==> src/rtl/jtag_pkg.sv <==
// ---------------------------------------------------------------------------
// jtag_pkg
// Shared constants, instruction enum and opcode decode for the JTAG IR/DR
// stage. Imported by jtag_shift_reg and jtag_ir_dr_unit.
//   IR_WIDTH_DEF     : default instruction register length
//   OPC_*_DEF        : default opcodes (BYPASS is always all ones)
//   IR_CAPTURE_PAT   : fixed pattern loaded into the IR on Capture-IR
//   ins_e            : decoded instruction
//   decode_ins()     : opcode -> ins_e, unknown codes fall back to BYPASS
// ---------------------------------------------------------------------------
package jtag_pkg;

  localparam int         IR_WIDTH_DEF   = 4;
  localparam int         IR_MAX_W       = 32;
  localparam logic [3:0] OPC_EXTEST_DEF = 4'h0;
  localparam logic [3:0] OPC_IDCODE_DEF = 4'h1;
  localparam logic [3:0] OPC_SAMPLE_DEF = 4'h2;
  localparam logic [1:0] IR_CAPTURE_PAT = 2'b01;

  typedef enum logic [1:0] {
    INS_EXTEST,
    INS_SAMPLE,
    INS_IDCODE,
    INS_BYPASS
  } ins_e;

  // Opcodes are zero-extended to IR_MAX_W by the caller. IDCODE only
  // decodes when the IDCODE register is built in; otherwise it is BYPASS.
  function automatic ins_e decode_ins(
    input logic [IR_MAX_W-1:0] ir,
    input logic [IR_MAX_W-1:0] opc_extest,
    input logic [IR_MAX_W-1:0] opc_sample,
    input logic [IR_MAX_W-1:0] opc_idcode,
    input logic [IR_MAX_W-1:0] opc_bypass,
    input logic                idcode_en
  );
    ins_e ins;
    ins = INS_BYPASS;
    if (ir == opc_bypass)                  ins = INS_BYPASS;
    else if (ir == opc_extest)             ins = INS_EXTEST;
    else if (ir == opc_sample)             ins = INS_SAMPLE;
    else if (idcode_en && ir == opc_idcode) ins = INS_IDCODE;
    return ins;
  endfunction

endpackage

==> src/rtl/jtag_shift_reg.sv <==
// ---------------------------------------------------------------------------
// jtag_shift_reg
// Generic JTAG capture/shift register, shifting LSB out towards TDO.
//   i_clk      : TCK
//   i_rst_n    : asynchronous active-low reset (loads CAPTURE_VAL)
//   i_capture  : load CAPTURE_VAL
//   i_shift    : shift right, i_tdi enters at the MSB
//   i_update   : update strobe; while high the register holds (update wins
//                over capture/shift)
//   i_tdi      : serial in
//   o_q        : parallel view of the shift stage
// ---------------------------------------------------------------------------
module jtag_shift_reg
  import jtag_pkg::*;
#(
  parameter int               WIDTH       = 4,
  parameter logic [WIDTH-1:0] CAPTURE_VAL = '0
) (
  input  logic             i_clk,
  input  logic             i_rst_n,
  input  logic             i_capture,
  input  logic             i_shift,
  input  logic             i_update,
  input  logic             i_tdi,
  output logic [WIDTH-1:0] o_q
);

  logic [WIDTH-1:0] r_q;

  always_ff @(posedge i_clk or negedge i_rst_n) begin
    if (!i_rst_n) begin
      r_q <= CAPTURE_VAL;
    end else if (!i_update) begin
      if (i_capture) begin
        r_q <= CAPTURE_VAL;
      end else if (i_shift) begin
        r_q <= {i_tdi, r_q[WIDTH-1:1]};
      end
    end
  end

  assign o_q = r_q;

endmodule

==> src/rtl/jtag_ir_dr_unit.sv <==
// ---------------------------------------------------------------------------
// jtag_ir_dr_unit
// Serial-path stage behind the TAP controller: instruction register,
// bypass register, optional IDCODE register, instruction decode,
// boundary-scan control qualification and TDO multiplexing.
// Optional feature macro: JTAG_IDCODE_REG_EN
//   defined   : 32-bit IDCODE register, reset instruction IDCODE
//   undefined : no IDCODE register, IDCODE opcode acts as BYPASS,
//               reset instruction BYPASS
// Ports
//   TCK, TRST               : test clock, async active-low reset
//   TDI                     : serial data in
//   clockir/shiftir/updateir: IR strobes from the TAP
//   clockdr/shiftdr/updatedr: DR strobes from the TAP
//   select                  : 1 = IR path on TDO, 0 = DR path
//   bsr_so                  : boundary chain serial out
//   bsr_capture/shift/update: qualified boundary chain controls
//   bsr_mode                : 1 while EXTEST is the active instruction
//   TDO, tdo_oe             : serial out and its enable (negedge TCK)
// ---------------------------------------------------------------------------
module jtag_ir_dr_unit
  import jtag_pkg::*;
#(
  parameter int                  IR_WIDTH   = IR_WIDTH_DEF,
  parameter logic [31:0]         IDCODE_VAL = 32'h1000_563F,
  parameter logic [IR_WIDTH-1:0] OPC_EXTEST = IR_WIDTH'(OPC_EXTEST_DEF),
  parameter logic [IR_WIDTH-1:0] OPC_IDCODE = IR_WIDTH'(OPC_IDCODE_DEF),
  parameter logic [IR_WIDTH-1:0] OPC_SAMPLE = IR_WIDTH'(OPC_SAMPLE_DEF),
  parameter logic [IR_WIDTH-1:0] OPC_BYPASS = {IR_WIDTH{1'b1}}
) (
  input  logic TCK,
  input  logic TRST,
  input  logic TDI,
  input  logic clockir,
  input  logic shiftir,
  input  logic updateir,
  input  logic clockdr,
  input  logic shiftdr,
  input  logic updatedr,
  input  logic select,
  input  logic bsr_so,
  output logic bsr_capture,
  output logic bsr_shift,
  output logic bsr_update,
  output logic bsr_mode,
  output logic TDO,
  output logic tdo_oe
);

  localparam logic [IR_WIDTH-1:0] IR_CAP = IR_WIDTH'(IR_CAPTURE_PAT);

`ifdef JTAG_IDCODE_REG_EN
  localparam logic                IDCODE_EN = 1'b1;
  localparam logic [IR_WIDTH-1:0] IR_RST    = OPC_IDCODE;
`else
  localparam logic                IDCODE_EN = 1'b0;
  localparam logic [IR_WIDTH-1:0] IR_RST    = OPC_BYPASS;
`endif

  logic [IR_WIDTH-1:0] w_ir_shift;
  logic [IR_WIDTH-1:0] r_ir_reg;
  logic                r_bypass;
  logic                r_bsr_mode;
  logic                r_tdo;
  logic                r_tdo_oe;
  ins_e                w_ins;
  ins_e                w_ins_next;
  logic                w_ir_cap;
  logic                w_ir_sh;
  logic                w_dr_cap;
  logic                w_dr_sh;
  logic                w_bsr_sel;
  logic                w_id_so;
  logic                w_tdo_oe;
  logic                w_tdo_mux;

  assign w_ir_cap = clockir & ~shiftir;
  assign w_ir_sh  = clockir &  shiftir;
  assign w_dr_cap = clockdr & ~shiftdr;
  assign w_dr_sh  = clockdr &  shiftdr;

  // Instruction register: shift stage in the sub-module, update stage here
  jtag_shift_reg #(
    .WIDTH      (IR_WIDTH),
    .CAPTURE_VAL(IR_CAP)
  ) u_ir_shift (
    .i_clk    (TCK),
    .i_rst_n  (TRST),
    .i_capture(w_ir_cap),
    .i_shift  (w_ir_sh),
    .i_update (updateir),
    .i_tdi    (TDI),
    .o_q      (w_ir_shift)
  );

  assign w_ins = decode_ins(IR_MAX_W'(r_ir_reg), IR_MAX_W'(OPC_EXTEST),
                            IR_MAX_W'(OPC_SAMPLE), IR_MAX_W'(OPC_IDCODE),
                            IR_MAX_W'(OPC_BYPASS), IDCODE_EN);

  // Decode of the value about to be loaded, so bsr_mode lands on the same
  // edge as the instruction itself.
  assign w_ins_next = decode_ins(IR_MAX_W'(w_ir_shift), IR_MAX_W'(OPC_EXTEST),
                                 IR_MAX_W'(OPC_SAMPLE), IR_MAX_W'(OPC_IDCODE),
                                 IR_MAX_W'(OPC_BYPASS), IDCODE_EN);

  always_ff @(posedge TCK or negedge TRST) begin
    if (!TRST) begin
      r_ir_reg   <= IR_RST;
      r_bsr_mode <= 1'b0;
    end else if (updateir) begin
      r_ir_reg   <= w_ir_shift;
      r_bsr_mode <= (w_ins_next == INS_EXTEST);
    end
  end

  // Bypass register: captures 0, shifts TDI
  always_ff @(posedge TCK or negedge TRST) begin
    if (!TRST) begin
      r_bypass <= 1'b0;
    end else if (clockdr && w_ins == INS_BYPASS) begin
      r_bypass <= shiftdr & TDI;
    end
  end

`ifdef JTAG_IDCODE_REG_EN
  logic [31:0] w_id_q;
  logic [30:0] w_unused_id_hi;

  jtag_shift_reg #(
    .WIDTH      (32),
    .CAPTURE_VAL(IDCODE_VAL)
  ) u_id_shift (
    .i_clk    (TCK),
    .i_rst_n  (TRST),
    .i_capture(w_dr_cap & (w_ins == INS_IDCODE)),
    .i_shift  (w_dr_sh  & (w_ins == INS_IDCODE)),
    .i_update (1'b0),
    .i_tdi    (TDI),
    .o_q      (w_id_q)
  );

  assign w_id_so        = w_id_q[0];
  assign w_unused_id_hi = w_id_q[31:1];
`else
  logic [31:0] w_unused_idcode;

  assign w_id_so         = 1'b0;
  assign w_unused_idcode = IDCODE_VAL;
`endif

  // Boundary chain controls are combinational and gated by the decode
  assign w_bsr_sel   = (w_ins == INS_EXTEST) || (w_ins == INS_SAMPLE);
  assign bsr_capture = w_bsr_sel & w_dr_cap;
  assign bsr_shift   = w_bsr_sel & w_dr_sh;
  assign bsr_update  = w_bsr_sel & updatedr;
  assign bsr_mode    = r_bsr_mode;

  always_comb begin
    w_tdo_mux = r_bypass;
    if (select) begin
      w_tdo_mux = w_ir_shift[0];
    end else begin
      case (w_ins)
        INS_EXTEST, INS_SAMPLE: w_tdo_mux = bsr_so;
        INS_IDCODE:             w_tdo_mux = w_id_so;
        default:                w_tdo_mux = r_bypass;
      endcase
    end
  end

  assign w_tdo_oe = w_ir_sh | w_dr_sh;

  // TDO launches on the falling edge; it holds while not shifting
  always_ff @(negedge TCK or negedge TRST) begin
    if (!TRST) begin
      r_tdo    <= 1'b0;
      r_tdo_oe <= 1'b0;
    end else begin
      r_tdo_oe <= w_tdo_oe;
      if (w_tdo_oe) begin
        r_tdo <= w_tdo_mux;
      end
    end
  end

  assign TDO    = r_tdo;
  assign tdo_oe = r_tdo_oe;

endmodule

==> config.mk <==
export PLATFORM = sky130hd
export DESIGN_NAME = jtag_ir_dr_unit
export DESIGN_NICKNAME = d
export VERILOG_FILES = /design/src/rtl/jtag_pkg.sv /design/src/rtl/jtag_shift_reg.sv /design/src/rtl/jtag_ir_dr_unit.sv
export SDC_FILE = /design/constraint.sdc
export NUM_CORES = 1
export LEC_CHECK = 0
export CAP_MARGIN = 20
export CELL_PAD_IN_SITES_DETAIL_PLACEMENT = 0
export CELL_PAD_IN_SITES_GLOBAL_PLACEMENT = 2
export CORE_MARGIN = 2
export CORE_UTILIZATION = 23
export DETAILED_ROUTE_END_ITERATION = 16
export PLACE_DENSITY = 0.68
export REMOVE_ABC_BUFFERS = 1
export SYNTH_ARGS = -nofsm -noshare
export SYNTH_HDL_FRONTEND = slang
export SYNTH_SLANG_ARGS = --single-unit
==> constraint.sdc <==
create_clock -name TCK -period 1.05 [get_ports TCK]
set_input_delay 0.21 -clock TCK [delete_from_list [all_inputs] [get_ports TCK]]
set_output_delay 0.21 -clock TCK [all_outputs]
set_load 0.02 [all_outputs]
==> summary.md, run 1 <==
| Metric | Value |
|---|---|
| Worst clock skew | ~0.012 ns |
| Hold-fix buffers at CTS | 0 |
| RSZ-0062 raised after global routing | true |
| Hpwl dp | 887 um |
| CP required | 0.64 ns |
| DR pass1 iterations | 2 |
| First-pass GRT wire length | 1.90 mm |
| Placed cell area | 771 um2 |
| Setup TNS | -2.81 ns |
| CTS tree | done |
| Overall die width | 50.9 um |
| Post-synthesis instance total | 46 |
| Final setup margin | -0.541 ns |
| Slew HR | 81.7% |
| Final hold viol count | 0 |
| HP Class | in2reg |
| Status | finished with violations |
| Total power | 1220 uW |
| Leak Pwr | between 0.0003 and 0.0004 uW |
| Port bufs | 16 |
| Worst hold slack | 0.208 ns |
| Startpoint types | flop |
| Initial Util | 25.1% |
| Fraction of layout cells with a size suffix above 1 | 52.0% |
| Register area share after synthesis | 55.3% |
| Slew @ Worst Pin | 0.274 ns |
| Detailed-route wire length | 1.15 mm |
| Final Setup Violations | 8 |
| Cell Pwr Density | roughly 1500 mW/mm2 |
| Area of the core | 0.00202 mm2 |
| Yosys reg bits | 11 |
| CTS Buf Count | 3 |
| Area Growth Syn to Fin | 60.2% |
| First DRT Iteration DRCs | 2 |
| Detailed-route DRC error count | 0 |
| Failing checks | setup timing |
| Max reg flops | 4 |
| Synth Cell Area | 507 um2 |
| Via Count | about 420 |
| Worst vdd ir | 0.000652 V |
| Vias in the first global route | 434 |
| Ant. Diodes | 0 |
| Reg area | 280 um2 |
| Crit path DAT | 1.19 ns |
| Number of synthesis warnings | 0 |
| Final Max Tran Viols | 0 |
| Ys async rst share | between 90% and 100% |
| # H-tree levels | 1 |
| Multi-input logic area | approximately 230 um2 |
| Skew-Pair Late Insertion Delay | 0.27 ns |
| Clk sink count | 11 |
| Die Span Y | ~51 um |
| Routed len/inst | 11.3 um |
| Synth Flop Type | dfrtp_1 |
| Post-place setup slack | -0.757 ns |
| Die Area | around 0.0026 mm2 |
| Syn avg cell area | about 11 um2 |
| Global Route Usage Sum | 10.1% |
| Ports | 17 |
| Crit path max fanout | 3 |
| Initial antenna violation count | 0 |
| Core Rows | 16 |
| Synth cell types | 21 |
| Via density | 4.15 |
| Max-cap viol count | 0 |
| Reg clk slew, reported paths | 0.07 ns |
| Largest net degree at the start of global routing | 10 |
| Routability cong. | 0.704 |
| Clock Path Buffers | 2 |
| GRT overflow | 0 |
| Post-synth EDFFs | 0 |
| WS Path Type | reg2reg |
| Setup crit end kind | flop |
| Fillers | 214 |
| Final #Nets | 87 |
| Design Area, Final | just over 800 um2 |
| Root Buffer | clkbuf_4 |
| ANT nets after route | 0 |
critical path: stages (launching register included):
cell and delay (ns):
dfstp_2 0.39, o31a_1 0.30, a211oi_2 0.17, o31ai_2 0.07
final timing paths:
check / start / end / slack [ns] / cells past startpoint
max reg2reg: r_ir_reg[0] / TDO / -0.54 / 3
min reg2reg: bsr_mode / bsr_mode / 0.51 / 1
min in group asynchronous: TRST / u_ir_shift.o_q[3] / 0.32 / 2
max: r_ir_reg[0] / TDO / -0.54 / 3
max in group asynchronous: TRST / tdo_oe / 0.36 / 1
min: shiftdr / r_bypass / 0.21 / 3
where the power goes:
| group | switching [uW] | total [uW] | internal [uW] |
|---|---|---|---|
| Clock | 141 | 288 | 147 |
| Combinational | 166 | 381 | 216 |
| Sequential | 50.9 | 553 | 503 |
| Total | 358 | 1220 | 865 |
placed cells by master, fill, tap and decap left out, types with 2 or more instances in the layout:
| master | instances |
|---|---|
| buf_2 | 3 |
| buf_4 | 10 |
| buf_6 | 7 |
| clkbuf_4 | 3 |
| clkdlybuf4s50_1 | 5 |
| dfrtn_1 | 2 |
| dfrtp_1 | 5 |
| dfstp_2 | 4 |
| inv_1 | 2 |
| mux2_2 | 4 |
| nand2_1 | 10 |
| nor2b_1 | 2 |
| o21ai_1 | 4 |
| o31ai_2 | 2 |
cells in the mapped netlist (2+ instances only):
| cell type | instances | share of area (%) |
|---|---|---|
| inv_1 | 2 | 1.5 |
| dfrtn_1 | 2 | 9.9 |
| mux2_2 | 4 | 8.9 |
| nand2_1 | 10 | 7.4 |
| dfstp_2 | 4 | 21 |
| nor2b_1 | 2 | 2.5 |
| o21ai_1 | 4 | 4.0 |
| dfrtp_1 | 5 | 25 |
through the flow:
step	utilization [%]	std cells
6_report	40.2	102
2_1_floorplan	-	45
3_5_place_dp	38.1	98
3_3_place_gp	38.1	98
4_1_cts	38.8	102
5_1_grt	40.2	102
logic make-up (layout without fill, tap and decap cells):
group / after synthesis / count (layout) / share of synthesized area, %
AO/OA/AOI/OAI: 10 / 10 / 14.6
buffers and inverters: 3 / 32 / 2.47
flip-flops: 11 / 11 / 55.3
multiplexers: 4 / 4 / 8.89
AND/OR/NAND/NOR: 18 / 18 / 18.8
layer usage:
layer  track usage, %  wire length [um]
met3             5.56                85
met1             12.0               543
met5                0                 0
met2             15.8               523
met4             2.70                 0
final cells by class:
class,count,area share (%)
flip-flops and latches,11,34.5
multi-input cells,32,28.7
repair buffers,26,28.5
well taps,27,4.16
clock buffers,4,3.24
inverters,2,0.924
timing repair:
action / 4_1_cts / 5_1_grt
hold endpoints to repair: 0 / 0
setup endpoints to repair: 10 / 13
buffers inserted: 0 / 0
gates resized for setup: 52 / 9
cloned: 0 / 0
pin swaps: 7 / 4
(Power assumes the default switching activity.)
==> inputs of run 2 (changes only) <==
--- a/config.mk
+++ b/config.mk
@@ -16,3 +16,4 @@
 export SYNTH_ARGS = -nofsm -noshare
 export SYNTH_HDL_FRONTEND = slang
 export SYNTH_SLANG_ARGS = --single-unit
+export TNS_END_PERCENT = 50
==> summary.md, run 2 (synthesized netlist as in run 1, its figures left out) <==
| Metric | Value |
|---|---|
| Status | finished with violations |
| Failing checks | setup timing |
| Internal power | between 800 and 900 uW |
| Routability cong. | 0.704 |
| Overall die width | 50.9 um |
| Final Setup Violations | 9 |
| Max-cap viol count | 0 |
| Finished Layout Cells | between 100 and 150 |
| Switch share | 29.0% |
| Via density | 4.16 |
| Final setup margin | -0.542 ns |
| CTS Buf Count | 3 |
| CP required | 0.65 ns |
| Skew-Pair Late Insertion Delay | around 0.28 ns |
| Cell Pwr Density | around 1500 mW/mm2 |
| Crit path max fanout | 3 |
| RSZ-0062 raised after global routing | true |
| Slew HR | 83.6% |
| First DRT Iteration DRCs | 3 |
| Fillers | 211 |
| HP Class | in2async |
| Reg area | 280 um2 |
| Post-CTS setup buffer count | 0 |
| ANT nets after route | 0 |
| Fraction of layout cells with a size suffix above 1 | 45.3% |
| Area Growth Syn to Fin | 58.8% |
| Leak Pwr | between 0.0003 and 0.0004 uW |
| Crit path DAT | 1.19 ns |
| Core Rows | 16 |
| Final #Nets | a little under 90 |
| Port bufs | 16 |
| First-pass GRT wire length | 1.87 mm |
| Detailed-route DRC error count | 0 |
| CTS tree | done |
| Setup crit end kind | flop |
| Share of power burned in registers | a little under half |
| Commonest non-fill, non-tap cells in the layout | 11 x buf_4, 10 x nand2_1, 6 x clkdlybuf4s50_1, 5 x o21ai_1, 5 x dfrtp_1 |
| Clk sink count | 11 |
| Routed len/inst | 11.0 um |
| Reg clk slew, reported paths | 0.07 ns |
| Clock Path Buffers | 2 |
| NetSw | 350 uW |
| Initial Util | 25.1% |
| Final hold viol count | 0 |
| Clock power share | around 24% |
| Hpwl dp | 887 um |
| Worst vdd ir | 0.000650 V |
| Total power | 1200 uW |
| Combinational Power Share | 30.1% |
| Startpoint types | flop |
| Vias in the first global route | about 420 |
| Final Max Tran Viols | 0 |
| Die Span Y | 50.9 um |
| Area of the core | 0.00202 mm2 |
| Initial antenna violation count | 0 |
| Root Buffer | clkbuf_4 |
| Via Count | 424 |
| GRT overflow | 0 |
| Detailed-route wire length | approximately 1.1 mm |
| Ant. Diodes | 0 |
| Most common cell after layout, fill and taps aside | buf_4 |
| Global Route Usage Sum | 10.0% |
| Slew @ Worst Pin | 0.244 ns |
| Worst clock skew | 0.0119 ns |
| DR pass1 iterations | 4 |
| WS Path Type | reg2reg |
| Max reg flops | 4 |
| Die Area | between 0.002 and 0.003 mm2 |
| # H-tree levels | 1 |
| Placed cell count | 98 |
| Multi-input logic area | between 200 and 250 um2 |
| Ports | 17 |
| Largest net degree at the start of global routing | 10 |
run 2: what timing repair did:
item / CTS / global route
gates resized for setup: 42 / 3
pin swaps: 7 / 3
endpoints found under the hold margin: 0 / 0
endpoints found under the setup margin: 10 / 13
hold buffers: 0 / 0
run 2: per-layer routing:
layer,up-vias,routed length [um],track usage [%]
li1,217,-,-
met1,190,539,12.0
met2,17,498,15.4
met3,0,87,5.56
met4,0,0,2.70
met5,-,0,0
run 2: critical path: stages, from the launching register on:
cell and delay, ns:
dfstp_2 0.39, o31a_1 0.30, a211oi_2 0.17, o31ai_2 0.07
run 2: path summary, 6_finish.rpt:
kind,slack [ns],startpoint,cells after the start,end
setup / recovery,-0.54,r_ir_reg[0],3,TDO
hold / removal,0.32,TRST,2,u_ir_shift.o_q[3]
setup reg to reg,-0.54,r_ir_reg[0],3,TDO
hold reg to reg,0.51,bsr_mode,1,bsr_mode
max in group asynchronous,0.36,TRST,1,tdo_oe
min in group TCK,0.33,clockdr,3,r_bypass
run 2: through the flow:
step | utilization [%] | hold slack, ns | TNS [ns] | worst slack, ns | area [um2]
2_1_floorplan | - | -0.0856 | -1.30 | -0.586 | 502
3_3_place_gp | 38.1 | 0.491 | -6.75 | -0.739 | 771
3_5_place_dp | 38.1 | 0.502 | -6.75 | -0.757 | 771
4_1_cts | 39.4 | 0.333 | -3.01 | -0.574 | 796
5_1_grt | 39.8 | 0.335 | -3.39 | -0.580 | 805
6_report | 39.8 | 0.320 | -2.86 | -0.542 | 805
run 2: power groups by stage:
| stage | sequential [uW] | combinational, uW | clock [uW] |
|---|---|---|---|
| after floorplan | 576 | 142 | 0 |
| after global placement | 554 | 371 | 0 |
| after CTS | 552 | 361 | 300 |
| final | 552 | 362 | 290 |
| after global routing | 560 | 393 | 334 |
| after detailed placement | 557 | 369 | 0 |
run 2: area by class of cell:
cell class                 count  share of cell area [%]
timing repair buffer          26                    28.9
multi-input combinational     32                    27.8
inverter                       2                   0.933
clock buffer                   4                    3.27
tap                           27                    4.20
sequential                    11                    34.8
==> inputs of run 3 (changes only) <==
--- a/config.mk
+++ b/config.mk
@@ -13,6 +13,7 @@
 export DETAILED_ROUTE_END_ITERATION = 16
 export PLACE_DENSITY = 0.68
 export REMOVE_ABC_BUFFERS = 1
+export SLEW_MARGIN = 10
 export SYNTH_ARGS = -nofsm -noshare
 export SYNTH_HDL_FRONTEND = slang
 export SYNTH_SLANG_ARGS = --single-unit
==> results of run 3 <==
Final layout, timing and power as in run 2 (identical DEF).
